$ cat src/rtl/clk_rst_pkg.sv
// Shared clock/reset types: sequencer state encoding, registered control flags
// and the width helper for the sequencer's shared timing counter.
package clk_rst_pkg;

   typedef enum logic [2:0] {
      ST_PLL_RST   = 3'd0,
      ST_WAIT_LOCK = 3'd1,
      ST_STABLE    = 3'd2,
      ST_RELEASE   = 3'd3,
      ST_RUN       = 3'd4,
      ST_FAIL      = 3'd5
   } seq_state_t;

   typedef struct packed {
      logic pll_reset;
      logic bypass;
      logic ready;
      logic fail;
   } seq_flags_t;

   // Bits needed to hold the largest of four cycle counts.
   function automatic int cnt_width(input int a, input int b, input int c, input int d);
      int m;
      m = a;
      if (b > m) m = b;
      if (c > m) m = c;
      if (d > m) m = d;
      return (m < 1) ? 1 : $clog2(m + 1);
   endfunction

endpackage

$ cat src/rtl/sync_2ff.sv
// Two-flop bit synchroniser for asynchronous status inputs; the reset value
// of both stages is a parameter.
module sync_2ff #(
   parameter logic RST_VAL = 1'b0
) (
   input  logic clk,
   input  logic rst_n,
   input  logic d,
   output logic q
);

   logic meta_reg;
   logic sync_reg;

   always_ff @(posedge clk or negedge rst_n) begin
      if (!rst_n) begin
         meta_reg <= RST_VAL;
         sync_reg <= RST_VAL;
      end else begin
         meta_reg <= d;
         sync_reg <= meta_reg;
      end
   end

   assign q = sync_reg;

endmodule

$ cat src/rtl/pll_reset_sequencer.sv
// PLL supervisor: drives PLL reset/bypass, qualifies lock, releases downstream
// resets staggered, and re-initialises the PLL on lock loss with bounded retries.
module pll_reset_sequencer
   import clk_rst_pkg::*;
#(
   parameter int NUM_RST        = 4,
   parameter int PLL_RST_CYCLES = 16,
   parameter int LOCK_TIMEOUT   = 2500,
   parameter int LOCK_STABLE    = 250,
   parameter int STAGGER        = 8,
   parameter int MAX_RETRY      = 3,
   parameter int ALLOW_BYPASS   = 1,
   localparam int RETRY_W       = (MAX_RETRY > 0) ? $clog2(MAX_RETRY + 1) : 1
) (
   input  logic               clk_in,
   input  logic               reset_n,
   input  logic               locked,
   input  logic               restart,
   output logic               pll_reset,
   output logic               bypass,
   output logic [NUM_RST-1:0] rst_n_out,
   output logic               ready,
   output logic               fail,
   output logic [RETRY_W-1:0] retry_cnt
);

   localparam int REL_LAST = (NUM_RST - 1) * STAGGER;
   localparam int CNT_W    = cnt_width(PLL_RST_CYCLES, LOCK_TIMEOUT, LOCK_STABLE, REL_LAST + 1);

   localparam logic [CNT_W-1:0]   CNT_PLL   = CNT_W'(PLL_RST_CYCLES - 1);
   localparam logic [CNT_W-1:0]   CNT_TO    = CNT_W'(LOCK_TIMEOUT - 1);
   localparam logic [CNT_W-1:0]   CNT_STB   = CNT_W'(LOCK_STABLE - 1);
   localparam logic [CNT_W-1:0]   CNT_REL   = CNT_W'(REL_LAST + 1);
   localparam logic [RETRY_W-1:0] RETRY_MAX = RETRY_W'(MAX_RETRY);

   logic               locked_s;
   seq_state_t         state_reg, state_next;
   logic [CNT_W-1:0]   cnt_reg, cnt_next;
   logic [RETRY_W-1:0] retry_reg, retry_next;
   seq_flags_t         flags_reg, flags_next;
   logic [NUM_RST-1:0] rst_n_reg, rst_n_next;
   logic [NUM_RST-1:0] rel_mask;

   sync_2ff #(
      .RST_VAL (1'b0)
   ) u_lock_sync (
      .clk   (clk_in),
      .rst_n (reset_n),
      .d     (locked),
      .q     (locked_s)
   );

   // Bit i is due for release once the release counter has reached i*STAGGER.
   genvar gi;
   generate
      for (gi = 0; gi < NUM_RST; gi++) begin : g_rel
         assign rel_mask[gi] = (cnt_reg >= CNT_W'(gi * STAGGER));
      end
   endgenerate

   always_ff @(posedge clk_in or negedge reset_n) begin
      if (!reset_n) begin
         state_reg <= ST_PLL_RST;
         cnt_reg   <= '0;
         retry_reg <= '0;
         flags_reg <= '{pll_reset: 1'b1, bypass: 1'b0, ready: 1'b0, fail: 1'b0};
         rst_n_reg <= '0;
      end else begin
         state_reg <= state_next;
         cnt_reg   <= cnt_next;
         retry_reg <= retry_next;
         flags_reg <= flags_next;
         rst_n_reg <= rst_n_next;
      end
   end

   always_comb begin
      state_next = state_reg;
      cnt_next   = cnt_reg;
      retry_next = retry_reg;
      flags_next = '{pll_reset: 1'b0, bypass: 1'b0, ready: 1'b0, fail: 1'b0};
      rst_n_next = '0;

      if (restart) begin
         state_next = ST_PLL_RST;
         cnt_next   = '0;
         retry_next = '0;
      end else begin
         case (state_reg)
            ST_PLL_RST: begin
               if (cnt_reg == CNT_PLL) begin
                  state_next = ST_WAIT_LOCK;
                  cnt_next   = '0;
               end else begin
                  cnt_next = cnt_reg + CNT_W'(1);
               end
            end
            ST_WAIT_LOCK: begin
               if (locked_s) begin
                  state_next = ST_STABLE;
                  cnt_next   = '0;
               end else if (cnt_reg == CNT_TO) begin
                  cnt_next = '0;
                  if (retry_reg < RETRY_MAX) begin
                     retry_next = retry_reg + RETRY_W'(1);
                     state_next = ST_PLL_RST;
                  end else begin
                     state_next = ST_FAIL;
                  end
               end else begin
                  cnt_next = cnt_reg + CNT_W'(1);
               end
            end
            ST_STABLE: begin
               if (!locked_s) begin
                  state_next = ST_WAIT_LOCK;
                  cnt_next   = '0;
               end else if (cnt_reg == CNT_STB) begin
                  state_next = ST_RELEASE;
                  cnt_next   = '0;
               end else begin
                  cnt_next = cnt_reg + CNT_W'(1);
               end
            end
            ST_RELEASE, ST_RUN: begin
               if (!locked_s) begin
                  cnt_next = '0;
                  if (retry_reg < RETRY_MAX) begin
                     retry_next = retry_reg + RETRY_W'(1);
                     state_next = ST_PLL_RST;
                  end else begin
                     state_next = ST_FAIL;
                  end
               end else if (state_reg == ST_RELEASE) begin
                  if (cnt_reg == CNT_REL) begin
                     state_next = ST_RUN;
                     retry_next = '0;
                  end else begin
                     cnt_next = cnt_reg + CNT_W'(1);
                  end
               end
            end
            ST_FAIL: begin
               // Counter saturates once every bypass release is due.
               if (cnt_reg != CNT_REL) cnt_next = cnt_reg + CNT_W'(1);
            end
            default: begin
               state_next = ST_PLL_RST;
               cnt_next   = '0;
            end
         endcase
      end

      // Outputs are decoded from the next state so they register with it.
      case (state_next)
         ST_PLL_RST: flags_next.pll_reset = 1'b1;
         ST_RELEASE: begin
            if (state_reg == ST_RELEASE) rst_n_next = rel_mask;
         end
         ST_RUN: begin
            flags_next.ready = 1'b1;
            rst_n_next       = '1;
         end
         ST_FAIL: begin
            flags_next.fail   = 1'b1;
            flags_next.bypass = (ALLOW_BYPASS != 0);
            if ((ALLOW_BYPASS != 0) && (state_reg == ST_FAIL)) rst_n_next = rel_mask;
         end
         default: ;
      endcase
   end

   assign pll_reset = flags_reg.pll_reset;
   assign bypass    = flags_reg.bypass;
   assign ready     = flags_reg.ready;
   assign fail      = flags_reg.fail;
   assign rst_n_out = rst_n_reg;
   assign retry_cnt = retry_reg;

endmodule

$ cat config.mk
export PLATFORM = sky130hd
export DESIGN_NAME = pll_reset_sequencer
export DESIGN_NICKNAME = d
export VERILOG_FILES = /design/src/rtl/clk_rst_pkg.sv /design/src/rtl/sync_2ff.sv /design/src/rtl/pll_reset_sequencer.sv
export SDC_FILE = /design/constraint.sdc
export NUM_CORES = 1
export LEC_CHECK = 0
export ABC_AREA = 1
export BUFFER_PORTS_ARGS = -buffer_cell sky130_fd_sc_hd__buf_2
export CORE_MARGIN = 10
export CORE_UTILIZATION = 25
export DETAILED_ROUTE_END_ITERATION = 8
export PLACE_DENSITY = 0.46
export SETUP_SLACK_MARGIN = 0.05
export SLEW_MARGIN = 20
export SYNTH_ARGS = -nofsm -noshare
export SYNTH_HDL_FRONTEND = slang
export SYNTH_SLANG_ARGS = --single-unit
$ cat constraint.sdc
create_clock -name clk_in -period 3.7 [get_ports clk_in]
set_input_delay 0.74 -clock clk_in [delete_from_list [all_inputs] [get_ports clk_in]]
set_output_delay 0.74 -clock clk_in [all_outputs]
set_load 0.02 [all_outputs]
# == Word-level counts from Yosys, hierarchy flattened ==
# Index checks and enable logic that the tools add are counted.
# classes
add_sub_neg,2
n_mul,0
div_mod_pow,0
magnitude_cmp,5
eq_ne,19
n_shift,0
n_mux,36
n_bitwise,0
n_reduce_logical,6
# op_table
op,n
$mux 12,10
$pmux 12 s5,1
$mux 3,10
$ge 12x5->1 const B,2
$pmux 3 s5,1
$mux 2,7
$add 12x1->12 const B,1
$eq 12x12->1 const B,1
$eq 12x4->1 const B,1
$eq 12x5->1 const B,1
$eq 12x8->1 const B,1
$eq 3x3->1 const B,4
$ge 12x1->1 const B,1
$ge 12x4->1 const B,1
$ne 12x5->1 const B,1
$ne 4x4->1 const B,3
$pmux 4 s3,1
$eq 3x2->1 const B,3
$ne 3x3->1 const B,3
$mux 4,2
$logic_not 3->1,2
$reduce_and 5->1,1
$pmux 2 s2,1
$eq 3x1->1 const B,1
6 further kinds,8
# totals
ff_bits,26
latch_bits,0
ram_bits,0
rom_bits,0
input_bits,4
out_inout_bits,10
elab_cells,77
mem_count,0

# == Longest topological paths before layout ==
# Gate-level depths: netlist (run 1).
# logic_depth
depth_word,8
ltp_mapped,14
mapped_depth_nobuf,13

# == By module ==
# From an unflattened synthesis (run 1), not the netlist that was laid out.
# hier_totals
cells_unflattened,235
area_unflattened_um2,1756.7
# modules_own_cells
module,n_inst,cells_per_inst,area_each_um2,seq_area_each_um2
pll_reset_sequencer,1,233,1706.6,601.8
sync_2ff,1,2,50.0,50.0

# == Least setup slack after synthesis (run 1) ==
# Ideal clock, no wire load.
# synth_timing
path_kind,register to register
start,register cnt_reg[1]
end,register cnt_reg[3]
setup_ns,0.120
t_arrival_ns,1.492
t_required_ns,3.580
setup_slack_ns,2.088
stages_incl_launch_ff,14
path_buffers,1
synth_period_minus_slack_ns,1.612
cell_sequence,dfrtp_1 inv_1 ha_1 nand3_2 inv_1 nand2_1 nor2_2 nand2_2 nand2_2 nand2_4 buf_12 nand2_4 xor2_2 nor2_1
# synth_via
elab_chain_len,6
elab_cells_between_ends,20
classes_between,add/sub: 1; eq/ne: 7; mux: 11; reduce/logical: 1
# synth_rtl
element,line_no,rtl
from (decl),pll_reset_sequencer.sv:38,"logic [CNT_W-1:0] cnt_reg, cnt_next;"
from (signal assigned),pll_reset_sequencer.sv:70,cnt_reg <= cnt_next;
$add 12x1->12,n/a,
$mux 12,pll_reset_sequencer.sv:135,if (cnt_reg == CNT_REL) begin
$mux 12,pll_reset_sequencer.sv:134,end else if (state_reg == ST_RELEASE) begin
$mux 12,pll_reset_sequencer.sv:126,if (!locked_s) begin
$pmux 12 s5,pll_reset_sequencer.sv:89,case (state_reg)
$mux 12,pll_reset_sequencer.sv:84,if (restart) begin
# Several ways; a longest one is shown, not always the timed one. The select of a mux whose other input is x is not followed.
# A chain may end at the register's enable or synchronous reset.

# == Final worst setup path (run 1) ==
# layout_timing
start,register cnt_reg[1]
end,register cnt_reg[4]
# Same word-level chain as after synthesis.

==> results of run 1 <==
[logic make-up (layout without fill, tap and decap cells)]
logic type / count (synthesis) / in the layout / synth area share, %
AND/OR/NAND/NOR: 150 / 150 / 41.7
buffers and inverters: 36 / 48 / 9.39
adder cells (fa/ha/maj): 3 / 3 / 2.09
flip-flops: 26 / 26 / 36.2
XOR/XNOR: 4 / 4 / 2.36
AO/OA/AOI/OAI: 22 / 22 / 8.21
[final cells by class]
cell class,instances,share of cell area (%)
Tap cell,96,6.04
Clock buffer,4,2.77
Multi-Input combinational cell,179,49.2
Sequential cell,26,32.8
Timing Repair Buffer,13,3.27
Inverter,31,5.92
[metrics by stage]
step           instance area (sq um)  util (%)
6_report                        1990      28.8
3_5_place_dp                    1930      28.0
2_1_floorplan                   1800         -
4_1_cts                         1990      28.8
5_1_grt                         1990      28.8
3_3_place_gp                    1930      28.0
[synth_stat cells, types with 2 or more instances]
| library cell | count |
|---|---|
| nand2_1 | 52 |
| nor2_1 | 33 |
| dfrtp_1 | 25 |
| inv_1 | 23 |
| nand4_1 | 15 |
| nand3_1 | 14 |
| nor2_2 | 12 |
| nand2_2 | 9 |
| inv_2 | 7 |
| a21oi_1 | 5 |
| o21ai_1 | 4 |
| ha_1 | 3 |
| nand2_4 | 3 |
| nand3_2 | 3 |
| nor3_1 | 3 |
| o21ai_0 | 3 |
| o21bai_1 | 3 |
| xor2_1 | 3 |
| buf_4 | 2 |
| o211ai_1 | 2 |
| o21ai_2 | 2 |
[routing by layer]
layer / routed length, um / share of wire (%) / global-route usage [%]
met5: 0 / 0 / 0
met4: 29 / 0.70 / 1.47
met2: 1820 / 44 / 12.5
met3: 213 / 5.2 / 2.52
met1: 2050 / 50 / 10.0
[report_power, final]
part,leakage [nW],switching [W],internal (W)
logic,0.611,0.0000202,0.00000662
registers,0.353,0.00000516,0.000288
clock network,0.0288,0.0000922,0.0000953
total,0.993,0.000118,0.000390
[final timing paths]
kind / to / slack [ps] / startpoint / cells after the start
setup reg to reg: cnt_reg[4]$_DFFE_PN0P_ / 1850 / cnt_reg[1]$_DFFE_PN0P_ / 12
min in group asynchronous: u_lock_sync.q$_DFF_PN0_ / 460 / reset_n / 1
max in group asynchronous: rst_n_out[1]$_DFF_PN0_ / 2850 / reset_n / 1
setup / recovery: cnt_reg[4]$_DFFE_PN0P_ / 1850 / cnt_reg[1]$_DFFE_PN0P_ / 12
hold reg to reg: u_lock_sync.q$_DFF_PN0_ / 360 / u_lock_sync.meta_reg$_DFF_PN0_ / 0
hold / removal: u_lock_sync.q$_DFF_PN0_ / 360 / u_lock_sync.meta_reg$_DFF_PN0_ / 0
[worst max-delay path: stages (launching register included)]
cell	delay (ps)
dfrtp_1	410
inv_1	140
ha_1	180
nand3_2	100
inv_1	70
nand2_1	60
nor2_2	150
nand2_2	80
nand2_2	90
nand2_4	130
nand2_1	130
xor2_1	160
nor2_1	50
==> metrics.cfg, run 1 <==
[power]
cellLeakagePower_nw = 0.993
power.density_nw_per_um2 = 255
total_power_w = 0.000507
ir_drop_mv = 0.134

[clock_network]
cts_buffer_depth = 2
ctsHoldBuffers = 0
clkTransAtPathRegs_ps = 90
clkSinkCount = 26
postCtsSetupBuffers = 0
cts_root_buffer = clkbuf_8
clk_latency_ps = 280
htree_levels = 1
numCtsBuffers = 3
cts_tree = done
cts.repair.resized = 0

[routing]
num_vias = 1544
drt_wl_total_um = 4120
postRouteAntennaNets = 0
via_per_inst = 4.42
wl_per_cell_um = 11.8
drt_iter0_drc = 53
dr.pass1.iters = 5
drc = 0

[die]
die_y_um = 105
die-width_um = 105
io_pins = 14
initial_core_util_pct = 26.1
rows = 30
fp.dieArea_sq_um = 11000
core_area_sq_um = 6910

[logic_synthesis]
ys_warn_count = 0
ys_seq_elements = 26
syn_avg_cell_area_sq_um = 7.47
synth_ff_type = dfrtp_1
synth_top_cell_area_share_pct = 34.8
async_flop_share_pct = 100
yosysTopAreaCell = dfrtp_1
synth_edf_count = 0
synth_fp_nets = 248
seq_area_frac_synth_pct = 36.2
synthCells = 241
synth_area_leaders = dfrtp_1 35%, nand2_1 11%, nor2_1 6.9%
syn-cell-area_sq_um = 1800
ys_types = 36

[critical_path]
worst_setup_path_start_kind = flip-flop
cp_max_fo = 14
end_kind = flip-flop
crit_arrival_ps = 2020
crit_required_ps = 3870
worstSetupPathType = reg -> reg

[worst_hold_path]
hold_class = reg -> reg

[timing]
relSlewSlack_pct = 58.5
tns_ps = 0
fin_crit_ps = 1850
fin_crit_sh_pct = 50.1
clock.fmax_ghz = 0.540
setup_violations = 0
hold_viol = 0
fin_hold_ws_ps = 361
slew_viol_final = 0
tightestPinTransition_ps = 623
layout_setup_ws_ps = 1850
fin_skew_ps = 6.27
rsz0062_at_grt = no

[placed_design]
dp.cells = 345
pre_cts_slack_ps = 1820
portBuffers = 13
gp_congestion = 0.799
dp.final_hpwl_um = 3210

[final_layout]
post_layout_nonfiller_instances = 349
multi_input_comb_area_sq_um = 978
area.sequential_sq_um = 652
mostFrequentLayoutCell = nand2_1
fillers = 793
final_nets = 261
syn_to_final_growth_pct = 10.5
final_cell_mix = 52 x nand2_1, 33 x nor2_1, 25 x dfrtp_1
largest_reg_flops = 12
antenna_cells = 0
drive_above_1_share_pct = 24.1

[global_route]
grt_max_degree = 27
grt_pass1_wl_um = 7340
grt-ovfl-total = 0
grt_usage_pct = 7.78
first_global_vias = 1523
antenna_found_initial = 0

[status]
status = complete, no violations

[run]
max-cap-violations = 0

(Power assumes the default switching activity.)
==> inputs of run 2 (changes only) <==
clock period = 1.9 ns   (was 3.7 ns; I/O delays follow)
==> run 2 against run 1 <==
Combinational power grew 120%. Sequential power grew 95%. First-iteration DRC count shrank 15%. Cell count grew 2.6%. Sequential cell count is the same. Global-route usage grew 0.43 points. Register-to-register slack lost 1700 ps. Clock power grew 77%. Worst hold slack lost 260 ps. Cell area grew 6.1%. Worst setup slack lost 1700 ps. Clock skew shrank 3.5 ps. Critical endpoint is now cnt_reg[9]$_DFFE_PN0P_. Largest cell class unchanged.
==> metrics.cfg, run 2 (same netlist as run 1, synthesis figures left out) <==
[status]
status = complete, no violations

[global_route]
grt-ovfl-total = 0  ; unchanged
grt_usage_pct = 8.22  ; +0.43 points
grt_max_degree = 27  ; unchanged
grt_pass1_wl_um = 7720  ; +5.2%
antenna_found_initial = 0  ; unchanged
first_global_vias = 1582  ; +3.9%

[final_layout]
final_nets = 270  ; +3.4%
antenna_cells = 0  ; unchanged
fillers = 768  ; -3.2%
final_cell_mix = 50 x nand2_1, 32 x nor2_1, 22 x inv_1
largest_reg_flops = 12  ; unchanged
drive_above_1_share_pct = 29.8  ; +5.7 points
mostFrequentLayoutCell = nand2_1
post_layout_nonfiller_instances = 358  ; +2.6%
syn_to_final_growth_pct = 17.2

[routing]
drt_iter0_drc = 45  ; -15%
drc = 0  ; unchanged
num_vias = 1601  ; +3.7%
wl_per_cell_um = 12.2  ; +3.4%
drt_wl_total_um = 4360  ; +6.0%
postRouteAntennaNets = 0  ; unchanged
via_per_inst = 4.47  ; +1.1%
dr.pass1.iters = 4  ; -1

[clock_network]
clk_latency_ps = 270  ; about the same
ctsHoldBuffers = 0  ; unchanged
clkTransAtPathRegs_ps = 90  ; about the same
numCtsBuffers = 3  ; unchanged
cts_buffer_depth = 2  ; unchanged
cts_root_buffer = clkbuf_8
cts_tree = done
htree_levels = 1  ; unchanged
clkSinkCount = 26  ; unchanged

[critical_path]
worstSetupPathType = reg -> reg
crit_required_ps = 2070  ; -1800 ps
worst_setup_path_start_kind = flip-flop
r2r_setup_slack_ps = 190  ; -1660 ps
end_kind = flip-flop
crit_arrival_ps = 1880  ; -140 ps
cp_max_fo = 14  ; unchanged

[placed_design]
gp_congestion = 0.856  ; +7.1%
dp.final_hpwl_um = 3410  ; +6.2%
portBuffers = 13  ; unchanged
dp.cells = 352  ; +2.0%

[timing]
relSlewSlack_pct = 60.1  ; +1.6 points
hold_viol = 0  ; unchanged
slew_viol_final = 0  ; unchanged
fin_crit_ps = 1710  ; -144 ps
clock.fmax_ghz = 0.585  ; +8.4%
tightestPinTransition_ps = 599  ; -24.3 ps
rsz0062_at_grt = no
tns_ps = 0  ; unchanged
setup_violations = 0  ; unchanged
fin_crit_sh_pct = 89.9  ; +40 points
fin_skew_ps = 2.81  ; -3.46 ps

[die]
die-width_um = 105  ; unchanged
rows = 30  ; unchanged
fp.dieArea_sq_um = 11000  ; unchanged
core_area_sq_um = 6910  ; unchanged
initial_core_util_pct = 26.1  ; unchanged
io_pins = 14  ; unchanged
die_y_um = 105  ; unchanged

[worst_hold_path]
hold_class = in -> async

[power]
power.density_nw_per_um2 = 456  ; +79%
ir_drop_mv = 0.180  ; +35%
cellLeakagePower_nw = 1.03  ; +4.1%

[run]
max-cap-violations = 0  ; unchanged

[run 2: changes by cell type in the layout (fill, tap and decap cells not counted), moves of 2 or more]
cell / previous run / this run
buf_4: 0 / 9
dfrtp_1: 25 / 21
dfrtp_2: 0 / 4
nor2_4: 0 / 3
nand2_1: 52 / 50
nand2_4: 3 / 5
nor2_2: 12 / 10
[run 2: area by class of cell]
class / count / area (sq um) / share of cell area (%)
Multi-Input combinational cell: 179 / 1040 / 49.2
Clock buffer: 4 / 45.0 / 2.14
Timing Repair Buffer: 22 / 133 / 6.29
Sequential cell: 26 / 657 / 31.1
Inverter: 31 / 118 / 5.58
Tap cell: 96 / 120 / 5.69
[run 2: repair_timing]
item / in CTS / in global routing
endpoints found under the setup margin: 0 / 21
endpoints found under the hold margin: 0 / 0
resized for setup: 0 / 17
buffers inserted: 0 / 2
[run 2: routing by layer]
metal	vias to the layer above	wire [um]	part of all wire (%)	track usage (%)
met5	-	0	0	0
met4	0	31	0.71	1.47
met3	5	223	5.1	2.33
met2	32	1860	43	12.9
met1	745	2250	52	11.0
li1	819	-	-	-
[run 2: critical path: stages (launching register included)]
cell	delay (ps)
dfrtp_1	410
inv_2	90
ha_1	160
nand3_2	100
inv_1	70
nand2_1	60
nor2_2	140
nand2_2	80
nand2_4	90
nand2_8	100
nand2_1	120
o21ai_0	80
nand2_1	70
nor2_1	40
[run 2: path summary, 6_finish.rpt]
kind / start / end / cells after the start
max: cnt_reg[1]$_DFFE_PN0P_ / cnt_reg[9]$_DFFE_PN0P_ / 13
min: reset_n / u_lock_sync.q$_DFF_PN0_ / 1
max in group asynchronous: reset_n / cnt_reg[4]$_DFFE_PN0P_ / 1
max reg2reg: cnt_reg[1]$_DFFE_PN0P_ / cnt_reg[9]$_DFFE_PN0P_ / 13
min in group clk_in: locked / u_lock_sync.meta_reg$_DFF_PN0_ / 1
min reg2reg: u_lock_sync.meta_reg$_DFF_PN0_ / u_lock_sync.q$_DFF_PN0_ / 0
[run 2: metrics by stage]
stage | hold slack, ps | worst slack [ps] | util [%] | total power, W | area (sq um)
after floorplan | 84.4 | 288 | - | 0.000609 | 1800
after global placement | 334 | 134 | 28.7 | 0.000638 | 1990
after detailed placement | 336 | 99.1 | 28.7 | 0.000638 | 1990
after CTS | 124 | 81.7 | 29.4 | 0.000982 | 2030
after global routing | 151 | 53.9 | 30.5 | 0.00102 | 2110
final | 102 | 192 | 30.5 | 0.000962 | 2110
[run 2: power by group]
group / leakage (nW) / switching (W) / internal [W]
sequential: 0.346 / 0.0000108 / 0.000560
combinational: 0.665 / 0.0000420 / 0.0000175
clock: 0.0228 / 0.000181 / 0.000150
